==> src/rtl/joystick_pkg.sv <==
// Shared definitions for the joystick poll controller: FSM encoding,
// frame length and the fixed command/centre constants.
package joystick_pkg;

    typedef enum logic [2:0] {
        IDLE,
        SETUP,
        START,
        WAIT,
        GAP,
        DONE
    } state_t;

    localparam int NUM_BYTES = 5;
    localparam logic [5:0] LED_PREFIX = 6'b100000;
    localparam logic [9:0] CENTRE = 10'd512;

    function automatic logic [9:0] join_axis(input logic [1:0] hi, input logic [7:0] lo);
        return {hi, lo};
    endfunction

endpackage

==> src/rtl/joystick_poll_ctrl_timer.sv <==
// Free-running period counter; tick is high while the count sits at
// its terminal value, after which it wraps to zero.
module poll_timer #(
    parameter int PERIOD = 1000000
) (
    input  logic clk,
    input  logic rst,
    output logic tick
);

    localparam int W = (PERIOD > 1) ? $clog2(PERIOD) : 1;

    logic [W-1:0] count;

    assign tick = (count == W'(PERIOD - 1));

    always_ff @(posedge clk) begin
        if (!rst) begin
            count <= '0;
        end else if (tick) begin
            count <= '0;
        end else begin
            count <= count + W'(1);
        end
    end

endmodule

==> src/rtl/joystick_poll_ctrl.sv <==
// Periodically reads a 5-byte joystick frame over a byte-level SPI
// master and publishes X/Y/buttons once the whole frame has arrived.
module joystick_poll_ctrl
    import joystick_pkg::*;
#(
    parameter int POLL_PERIOD = 1000000,
    parameter int SS_SETUP    = 1500,
    parameter int BYTE_GAP    = 1000,
    parameter int TIMEOUT     = 4096
) (
    input  logic       clk,
    input  logic       rst,
    input  logic [1:0] led,
    input  logic       spi_busy,
    input  logic       spi_done,
    input  logic [7:0] spi_rx_byte,
    output logic       spi_start,
    output logic [7:0] spi_tx_byte,
    output logic       ss,
    output logic [9:0] data_x,
    output logic [9:0] data_y,
    output logic [2:0] buttons,
    output logic       data_valid,
    output logic       error,
    output logic       overrun
);

    localparam int MAX_AB = (SS_SETUP > BYTE_GAP) ? SS_SETUP : BYTE_GAP;
    localparam int MAXC   = (MAX_AB > TIMEOUT) ? MAX_AB : TIMEOUT;
    localparam int CW     = $clog2(MAXC + 1);
    localparam logic [2:0] LAST = 3'(NUM_BYTES - 1);

    state_t state, state_nx;
    logic [CW-1:0] cnt, cnt_nx;
    logic [2:0] idx, idx_nx;
    logic tick;
    logic capture;
    logic publish;
    logic abort;

    // Only the bits that reach an output are kept from each byte.
    logic [7:0] sh_x_lo;
    logic [1:0] sh_x_hi;
    logic [7:0] sh_y_lo;
    logic [1:0] sh_y_hi;

    poll_timer #(
        .PERIOD(POLL_PERIOD)
    ) u_timer (
        .clk (clk),
        .rst (rst),
        .tick(tick)
    );

    assign ss         = (state == IDLE) || (state == DONE);
    assign data_valid = (state == DONE);

    always_comb begin
        state_nx    = state;
        cnt_nx      = cnt;
        idx_nx      = idx;
        spi_start   = 1'b0;
        spi_tx_byte = 8'h00;
        capture     = 1'b0;
        publish     = 1'b0;
        abort       = 1'b0;
        unique case (state)
            IDLE: begin
                if (tick) begin
                    state_nx = SETUP;
                    idx_nx   = '0;
                    cnt_nx   = CW'(SS_SETUP - 1);
                end
            end
            SETUP, GAP: begin
                if (cnt == '0) begin
                    state_nx = START;
                end else begin
                    cnt_nx = cnt - CW'(1);
                end
            end
            START: begin
                if (!spi_busy) begin
                    spi_start = 1'b1;
                    if (idx == '0) begin
                        spi_tx_byte = {LED_PREFIX, led};
                    end
                    cnt_nx   = CW'(TIMEOUT - 1);
                    state_nx = WAIT;
                end
            end
            WAIT: begin
                if (spi_done) begin
                    capture = 1'b1;
                    if (idx == LAST) begin
                        publish  = 1'b1;
                        state_nx = DONE;
                    end else begin
                        idx_nx   = idx + 3'd1;
                        cnt_nx   = CW'(BYTE_GAP - 1);
                        state_nx = GAP;
                    end
                end else if (cnt == '0) begin
                    abort    = 1'b1;
                    state_nx = IDLE;
                end else begin
                    cnt_nx = cnt - CW'(1);
                end
            end
            DONE: begin
                state_nx = IDLE;
            end
            default: begin
                state_nx = IDLE;
            end
        endcase
    end

    always_ff @(posedge clk) begin
        if (!rst) begin
            state   <= IDLE;
            cnt     <= '0;
            idx     <= '0;
            sh_x_lo <= '0;
            sh_x_hi <= '0;
            sh_y_lo <= '0;
            sh_y_hi <= '0;
            data_x  <= CENTRE;
            data_y  <= CENTRE;
            buttons <= '0;
            error   <= 1'b0;
            overrun <= 1'b0;
        end else begin
            state <= state_nx;
            cnt   <= cnt_nx;
            idx   <= idx_nx;
            if (capture && !publish) begin
                case (idx)
                    3'd0:    sh_x_lo <= spi_rx_byte;
                    3'd1:    sh_x_hi <= spi_rx_byte[1:0];
                    3'd2:    sh_y_lo <= spi_rx_byte;
                    3'd3:    sh_y_hi <= spi_rx_byte[1:0];
                    default: ;
                endcase
            end
            // The last byte feeds the outputs directly so they land with data_valid.
            if (publish) begin
                data_x  <= join_axis(sh_x_hi, sh_x_lo);
                data_y  <= join_axis(sh_y_hi, sh_y_lo);
                buttons <= spi_rx_byte[2:0];
            end
            if (abort) begin
                error   <= 1'b1;
                sh_x_lo <= '0;
                sh_x_hi <= '0;
                sh_y_lo <= '0;
                sh_y_hi <= '0;
            end
            if (tick && state != IDLE) begin
                overrun <= 1'b1;
            end
        end
    end

endmodule

==> config.mk <==
export PLATFORM = sky130hd
export DESIGN_NAME = joystick_poll_ctrl
export DESIGN_NICKNAME = d
export VERILOG_FILES = /design/src/rtl/joystick_pkg.sv /design/src/rtl/joystick_poll_ctrl_timer.sv /design/src/rtl/joystick_poll_ctrl.sv
export SDC_FILE = /design/constraint.sdc
export NUM_CORES = 1
export LEC_CHECK = 0
export ABC_AREA = 0
export CAP_MARGIN = 5
export CORE_MARGIN = 4
export CORE_UTILIZATION = 55
export DETAILED_ROUTE_END_ITERATION = 8
export PLACE_DENSITY = 0.8
export RECOVER_POWER = 100
export SYNTH_ARGS = -nofsm -noshare
export SYNTH_HDL_FRONTEND = slang
export SYNTH_HIERARCHICAL = 1
export SYNTH_SLANG_ARGS = --single-unit
==> constraint.sdc <==
create_clock -name clk -period 5.2 [get_ports clk]
set_clock_uncertainty 0.1 [all_clocks]
set_input_delay 1.04 -clock clk [delete_from_list [all_inputs] [get_ports clk]]
set_output_delay 1.04 -clock clk [all_outputs]
set_load 0.03 [all_outputs]
==> results by group, run 1 <==
Pwr
  • Register share of total power: 58.6%
  • Clock power frac: between 30% and 40%
  • Power Dens Cells: 246 mW/mm^2
  • Sw Ratio: 23.6%
  • P_sw: ~0.00026 W
  • Design internal power: 0.000844 W
  • Combinational share of power: 3.1%
  • Leakage power: 1.66 nW
  • Max VDD drop: 0.185 mV

Drt
  • Routed length per instance: 14.5 um
  • Initial DRC Count: 199
  • DRC violation count after routing: 0
  • Via count: 3292
  • Pre-antenna DRT Iters: 4
  • Vias/cell: 5.54
  • Sum of routed wire length over all layers: 8.59 mm
  • Final ANT Viol Nets: 0

Worst setup path
  • Worst reg2reg startpoint: u_timer/count[0]
  • Worst Path Arrival: 2950 ps
  • R2R Path End: u_timer/count[12]
  • Buffer and inverter count on the worst path: 2
  • Kind of cell adding the most delay to the critical path: buffers and inverters
  • CP Depth: 6
  • Worst path slowest cell: sky130_fd_sc_hd__dlygate4sd3_1
  • Count of cells along the worst register-to-register path: 5
  • CP Max Fanout: 3
  • Crit start category: primary input
  • Reg2Reg Setup Slack: around 1800 ps
  • CP max stage delay: 740 ps
  • Worst setup path class: primary input to output port
  • Launch point of the critical path: spi_busy
  • Required time worst endpoint: slightly above 4000 ps
  • Cells along the critical path: clkdlybuf4s50_1 > nor2b_1 > and2_1 > and3_1 > and2_1 > dlygate4sd3_1
  • Worst setup path endpoint: spi_tx_byte[0]
  • Setup crit end kind: output port
  • Most frequent cell on the critical path: sky130_fd_sc_hd__and2_1

Job
  • Number of maximum-capacitance constraint violations: 2

Cells and area
  • Final net count: 514
  • Share of final-layout standard cells stronger than drive strength 1: 7.23%
  • Most common cell after layout, fill and taps aside: sky130_fd_sc_hd__dfxtp_1
  • Filler Cell Count: 590
  • Synthesis-to-layout area growth: 15.4%
  • Number of cells in the finished layout apart from fillers: 594
  • Diode count: 0
  • Commonest non-fill, non-tap cells in the layout: 84 x sky130_fd_sc_hd__dfxtp_1, 70 x sky130_fd_sc_hd__nand2_1, 54 x sky130_fd_sc_hd__nor2_1

Synth
  • Count of flip-flops with a built-in enable after synthesis: 0
  • Most common flop cell mapped by yosys: sky130_fd_sc_hd__dfxtp_1
  • Number of distinct standard cells referenced by the synthesized netlist: 60
  • Sequential fraction of the synthesis area: 43.3%
  • Post-synthesis instance total: 459
  • Synthesis-stage register bit count: 84
  • Warnings from Yosys: 6
  • Mapped Area: 0.00389 mm^2
  • Mean instance size in the synthesized netlist: roughly 8.5 um^2
  • FFs w/ async S/R, synth: 0%

CTS
  • Post-CTS clock slew at the launch and capture registers of the worst setup and hold paths: around 80 ps
  • Hold-fix buffers, CTS: 0
  • TritonCTS Buffers: 9
  • Clk Latency, worst-skew pair: 350 ps
  • Maximum level of the CTS H-tree: 3
  • Clk buf depth: 2
  • Post_cts resized: 0
  • Setup fix buffers added after clock tree synthesis: 0
  • Sink count of the clock tree: 84
  • Root Buffer Master: sky130_fd_sc_hd__clkbuf_8
  • TritonCTS clock tree: yes

GRT
  • First-pass GRT wire length: between 10 and 15 mm
  • Overall Global Routing Usage: 21.2%
  • Gr ovfl total: 0
  • Via count of the first global-routing pass: 3150
  • Antenna violations before repair: 0
  • Largest net degree at the start of global routing: 34

STA
  • Fin. Hold Viols: 0
  • Setup repair after global routing missed its margin: no
  • Worst-case headroom to the max-slew limit: -43.0%
  • Slack of the critical path: ~1100 ps
  • Final Critical Period: ~4000 ps
  • Number of failing setup endpoints in the final timing report: 0
  • Final max-slew violation count: 48
  • Total negative slack for setup checks: 0 ps
  • Share of the clock period used by the worst path: 78.7%
  • Worst-Margin Slew: 2130 ps
  • Peak Freq: ~0.24 GHz

Die
  • Area of the die: 0.00848 mm^2
  • Height of the die: 92.1 um
  • Initial Util: a little under three fifths
  • I/O pin count: 50
  • Floorplan row count: 30
  • Chip Width: 92.1 um
  • Placeable Area: 0.00683 mm^2

Placed design
  • Pre-CTS setup slack: 1170 ps
  • GPL Wtd Cong: 0.860
  • PortBufs: 44
  • Half-perimeter wire length after detailed placement: 6.01 mm
  • DP Cell Count: 578

Hold path
  • Hold WC Path Type: register to register

Run status
  • Status: complete, but fails checks
  • Violated checks: capacitance limit, slew limit
==> power groups by stage <==
stage                     clock network, W  registers, W  logic (W)
after global placement                   0      0.000662  0.0000346
final                             0.000424      0.000647  0.0000337
after global routing              0.000458      0.000647  0.0000366
after floorplan                          0      0.000661  0.0000221
after detailed placement                 0      0.000662  0.0000350
after CTS                         0.000428      0.000647  0.0000351
==> cells in the mapped netlist (4+ instances only) <==
library cell               instances  area [um^2]
sky130_fd_sc_hd__o21ai_0           5         25.0
sky130_fd_sc_hd__nand2_1          70          263
sky130_fd_sc_hd__clkbuf_1         13         48.8
sky130_fd_sc_hd__nor4_1            5         31.3
sky130_fd_sc_hd__and2_1            6         37.5
sky130_fd_sc_hd__or3_1             4         25.0
sky130_fd_sc_hd__nand2b_1          4         25.0
sky130_fd_sc_hd__nand3_1          19         95.1
sky130_fd_sc_hd__nor2_1           54          203
sky130_fd_sc_hd__xnor2_1           8         70.1
sky130_fd_sc_hd__inv_1            12         45.0
sky130_fd_sc_hd__buf_2             5         25.0
sky130_fd_sc_hd__nand4_1           7         43.8
sky130_fd_sc_hd__or4_4             5         56.3
sky130_fd_sc_hd__nor3_1           10         50.1
sky130_fd_sc_hd__a21oi_1          42          210
sky130_fd_sc_hd__o211ai_1          4         30.0
sky130_fd_sc_hd__dfxtp_1          84         1680
sky130_fd_sc_hd__nor2b_1           4         25.0
sky130_fd_sc_hd__ha_1              7         87.6
sky130_fd_sc_hd__mux2i_1          16          160
sky130_fd_sc_hd__xor2_1            8         70.1
sky130_fd_sc_hd__o21a_1            4         30.0
sky130_fd_sc_hd__buf_4             6         45.0
==> worst register-to-register path: cells and delay by family (launching register included) <==
family | cells | cell delay (ps)
simple gates | 3 | 800
flops | 1 | 400
compound gates | 1 | 1680
fa+ha+maj | 1 | 210
==> flip-flops by register name, indices dropped and copies added, names as in the netlist <==
register,count
idx,3
u_timer/count,20
sh_x_hi,2
overrun,1
error,1
sh_x_lo,8
sh_y_hi,2
buttons,3
sh_y_lo,8
data_y,10
data_x,10
state,3
cnt,13
==> cell type report <==
| class | count | area [um^2] | share of cell area (%) |
|---|---|---|---|
| multi-input combinational | 340 | 2010 | 44.8 |
| sequential | 84 | 1680 | 37.5 |
| timing repair buffer | 46 | 452 | 10.1 |
| clock buffer | 11 | 141 | 3.15 |
| tap | 96 | 120 | 2.68 |
| inverter | 12 | 45.0 | 1.00 |
| clock inverter | 5 | 35.0 | 0.781 |
==> worst min path at each step <==
| stage | end | cells past startpoint | startpoint |
|---|---|---|---|
| floorplan | cnt[12] | 2 | cnt[12] |
| global placement | cnt[12] | 2 | cnt[12] |
| detailed placement | cnt[12] | 2 | cnt[12] |
| CTS | cnt[12] | 2 | cnt[12] |
| global route | data_y[2] | 2 | data_y[2] |
| finish | data_x[0] | 2 | data_x[0] |
==> routing by layer <==
| metal | wire length, um | GRT usage, % | vias up |
|---|---|---|---|
| met2 | 4090 | 32.9 | 75 |
| met1 | 3920 | 27.2 | 1556 |
| li1 | - | - | 1647 |
| met5 | 0 | 0 | - |
| met3 | 433 | 7.14 | 14 |
| met4 | 151 | 8.42 | 0 |
==> metrics by stage <==
step | area [um^2] | power [W] | util (%) | hold slack [ps]
after floorplan | 3900 | 0.000683 | - | 320
after global placement | 4330 | 0.000696 | 63.4 | 332
after detailed placement | 4330 | 0.000697 | 63.4 | 341
after CTS | 4510 | 0.00111 | 66.0 | 354
after global routing | 4490 | 0.00114 | 65.7 | 373
final | 4490 | 0.00110 | 65.7 | 352
==> kinds of logic after synthesis <==
logic type	synth area share (%)
AND/OR/NAND/NOR	27.7
flip-flops	43.3
AO/OA/AOI/OAI	14.1
buffers and inverters	4.89
XOR/XNOR	3.61
multiplexers	4.12
adder cells (fa/ha/maj)	2.25
other	0.0965
Note: power is estimated with default switching activity, not from simulation.
==> run 2, diff against run 1 <==
Settings changed: CORE_UTILIZATION 55 to 50, PLACE_DENSITY 0.8 to 0.77.
Clock period 5.2 ns to 3.6 ns, I/O delays scaled along.
==> run 2 against run 1 <==
- the flow now finishes without violations
- largest power group unchanged
- clock-buffer cell count shrank 2
- clock power up 82%
- die area grew 9.1%
- critical path type unchanged
- global-route usage decreased by 1.2 points
- sequential power up 44%
- sequential share of layout area down 0.59 points
==> results by group, run 2 (synthesis gave the netlist of run 1 again) <==
Run status
  • Status: finished clean

Pwr
  • Clock power frac: 44.0% (+5.6 points)
  • Design internal power: 0.00135 W (+60%)
  • P_sw: 0.000404 W (+55%)
  • Register share of total power: 53.1% (-5.5 points)
  • Power Dens Cells: 386 mW/mm^2 (+57%)
  • Power, Total: 0.00176 W (+59%)
  • Max VDD drop: 0.308 mV (+66%)
  • Combinational share of power: 2.9% (-0.2 points)
  • Sw Ratio: 23.0% (-0.57 points)
  • Leakage power: 1.69 nW (+1.6%)

Drt
  • Via count: 3264 (-0.85%)
  • DRC violation count after routing: 0 (unchanged)
  • Pre-antenna DRT Iters: 4 (unchanged)
  • Sum of routed wire length over all layers: 8.50 mm (-1.1%)
  • Vias/cell: 5.46 (-1.5%)
  • Final ANT Viol Nets: 0 (unchanged)
  • Routed length per instance: 14.2 um (-1.8%)
  • Initial DRC Count: 187 (-6.0%)

Worst setup path
  • Crit start category: primary input
  • Worst Path Arrival: 2560 ps (-390 ps)
  • Setup crit end kind: output port
  • Count of cells along the worst register-to-register path: 9 (+4)
  • Required time worst endpoint: 2780 ps (-1280 ps)
  • R2R Path End: cnt[0]
  • CP Max Fanout: 3 (unchanged)
  • Worst setup path class: primary input to output port
  • Worst reg2reg startpoint: u_timer/count[0]
  • Reg2Reg Setup Slack: 520 ps (-1310 ps)

Placed design
  • Pre-CTS setup slack: 208 ps (-964 ps)
  • Placed instance area: 0.00434 mm^2 (+0.26%)
  • PortBufs: 44 (unchanged)
  • Half-perimeter wire length after detailed placement: 5.96 mm (-0.93%)
  • GPL Wtd Cong: 0.858 (-0.23%)

STA
  • Peak Freq: 0.296 GHz
  • Share of the clock period used by the worst path: a little over nine tenths
  • Total negative slack for setup checks: 0 ps (unchanged)
  • Worst hold slack after final layout: 356 ps (+4.35 ps)
  • Final Critical Period: 3380 ps
  • Number of failing setup endpoints in the final timing report: 0 (unchanged)
  • Worst-case headroom to the max-slew limit: 11.4% (+54 points)
  • Fin. Hold Viols: 0 (unchanged)
  • Final max-slew violation count: 0 (-100%)
  • Slack of the critical path: 223 ps (-887 ps)
  • Worst-Margin Slew: 1320 ps (-807 ps)
  • Setup repair after global routing missed its margin: no

Cells and area
  • Flip-flop count of the largest register, all copies and words added: 20 (unchanged)
  • Diode count: 0 (unchanged)
  • Final net count: 515 (+0.19%)
  • Share of final-layout standard cells stronger than drive strength 1: 8.02% (+0.79 points)
  • Most common cell after layout, fill and taps aside: sky130_fd_sc_hd__dfxtp_1
  • Commonest non-fill, non-tap cells in the layout: 84 x sky130_fd_sc_hd__dfxtp_1, 70 x sky130_fd_sc_hd__nand2_1, 54 x sky130_fd_sc_hd__nor2_1
  • Post-Layout Inst Area: 0.00456 mm^2 (+1.6%)
  • Biggest regs: u_timer/count x20, cnt x13
  • Synthesis-to-layout area growth: 17.3%
  • Largest Register: u_timer/count

GRT
  • Gr ovfl total: 0 (unchanged)
  • Via count of the first global-routing pass: 3195 (+1.4%)
  • Overall Global Routing Usage: 20.1% (-1.2 points)
  • Largest net degree at the start of global routing: 33 (-2.9%)
  • First-pass GRT wire length: 14.6 mm (about the same)
  • Antenna violations before repair: 0 (unchanged)

CTS
  • Root Buffer Master: sky130_fd_sc_hd__clkbuf_8
  • Clk buf depth: 2 (unchanged)
  • TritonCTS clock tree: yes
  • Clk Latency, worst-skew pair: 360 ps (about the same)
  • TritonCTS Buffers: 9 (unchanged)
  • Maximum level of the CTS H-tree: 3 (unchanged)
  • Sink count of the clock tree: 84 (unchanged)
  • Post-CTS clock slew at the launch and capture registers of the worst setup and hold paths: 90 ps (about the same)
  • Hold-fix buffers, CTS: 0 (unchanged)
  • Setup fix buffers added after clock tree synthesis: 0 (unchanged)
  • Post_cts resized: 0 (unchanged)

Die
  • Floorplan row count: 31 (+3.3%)
  • Height of the die: 96.2 um (+4.5%)
  • Chip Width: 96.2 um (+4.5%)
  • I/O pin count: 50 (unchanged)
  • Placeable Area: 0.00741 mm^2 (+8.4%)
  • Area of the die: 0.00925 mm^2 (+9.1%)
  • Initial Util: 52.5% (-4.4 points)

Hold path
  • Origin of the worst min-delay path: data_y[1]
  • Hold Path Cell Cnt: 2 (unchanged)
  • Hold WC Path Type: register to register
  • Worst Hold End: data_y[1]

Job
  • Number of maximum-capacitance constraint violations: 0 (-2)
==> run 2: worst max-delay path, stage by stage <==
cell and delay [ps]:
sky130_fd_sc_hd__clkdlybuf4s50_1 430, sky130_fd_sc_hd__nor2b_1 190, sky130_fd_sc_hd__and2_1 230, sky130_fd_sc_hd__and3_1 200, sky130_fd_sc_hd__and2_1 130, sky130_fd_sc_hd__clkdlybuf4s50_1 660
==> run 2: how the worst max path moves through the flow <==
| stage | start | end | slack, ps |
|---|---|---|---|
| 2_1_floorplan | spi_busy | spi_tx_byte[0] | 810 |
| 3_3_place_gp | spi_busy | spi_tx_byte[1] | 250 |
| 3_5_place_dp | spi_busy | spi_tx_byte[0] | 210 |
| 4_1_cts | spi_busy | spi_tx_byte[0] | 210 |
| 5_1_grt | spi_busy | spi_tx_byte[1] | 60 |
| 6_report | spi_busy | spi_tx_byte[0] | 220 |
==> run 2: per-stage QoR <==
step                cells  util (%)
floorplan             463         -
global route          598      61.5
detailed placement    582      58.6
global placement      582      58.6
CTS                   598      61.7
finish                598      61.5
==> run 2: area by class of cell <==
| class | instances | area, um^2 |
|---|---|---|
| clock inverter | 7 | 106 |
| inverter | 12 | 45.0 |
| fill | 628 | 2850 |
| timing repair buffer | 47 | 459 |
| multi-input combinational | 340 | 2020 |
| sequential | 84 | 1680 |
| clock buffer | 9 | 124 |
| tap | 99 | 124 |
==> run 2: power by group through the flow <==
| stage | Clock, W | Sequential [W] | Combinational, W |
|---|---|---|---|
| after global routing | 0.000829 | 0.000935 | 0.0000560 |
| final | 0.000772 | 0.000934 | 0.0000510 |
| after floorplan | 0 | 0.000955 | 0.0000319 |
| after global placement | 0 | 0.000956 | 0.0000516 |
| after CTS | 0.000786 | 0.000934 | 0.0000526 |
| after detailed placement | 0 | 0.000956 | 0.0000523 |
==> run 2: routing by layer <==
metal  vias to the layer above  global-route usage [%]  part of all wire (%)
li1                       1662                       -                     -
met1                      1517                    26.3                    46
met2                        68                    32.1                    47
met3                        17                    4.85                   4.2
met4                         0                    6.99                   2.1
met5                         -                       0                     0
==> run 3, diff against run 2 <==
Settings changed: SKIP_LAST_GASP set to 1.
==> results of run 3 <==
No change in the layout: final DEF, timing and power equal those of run 2.
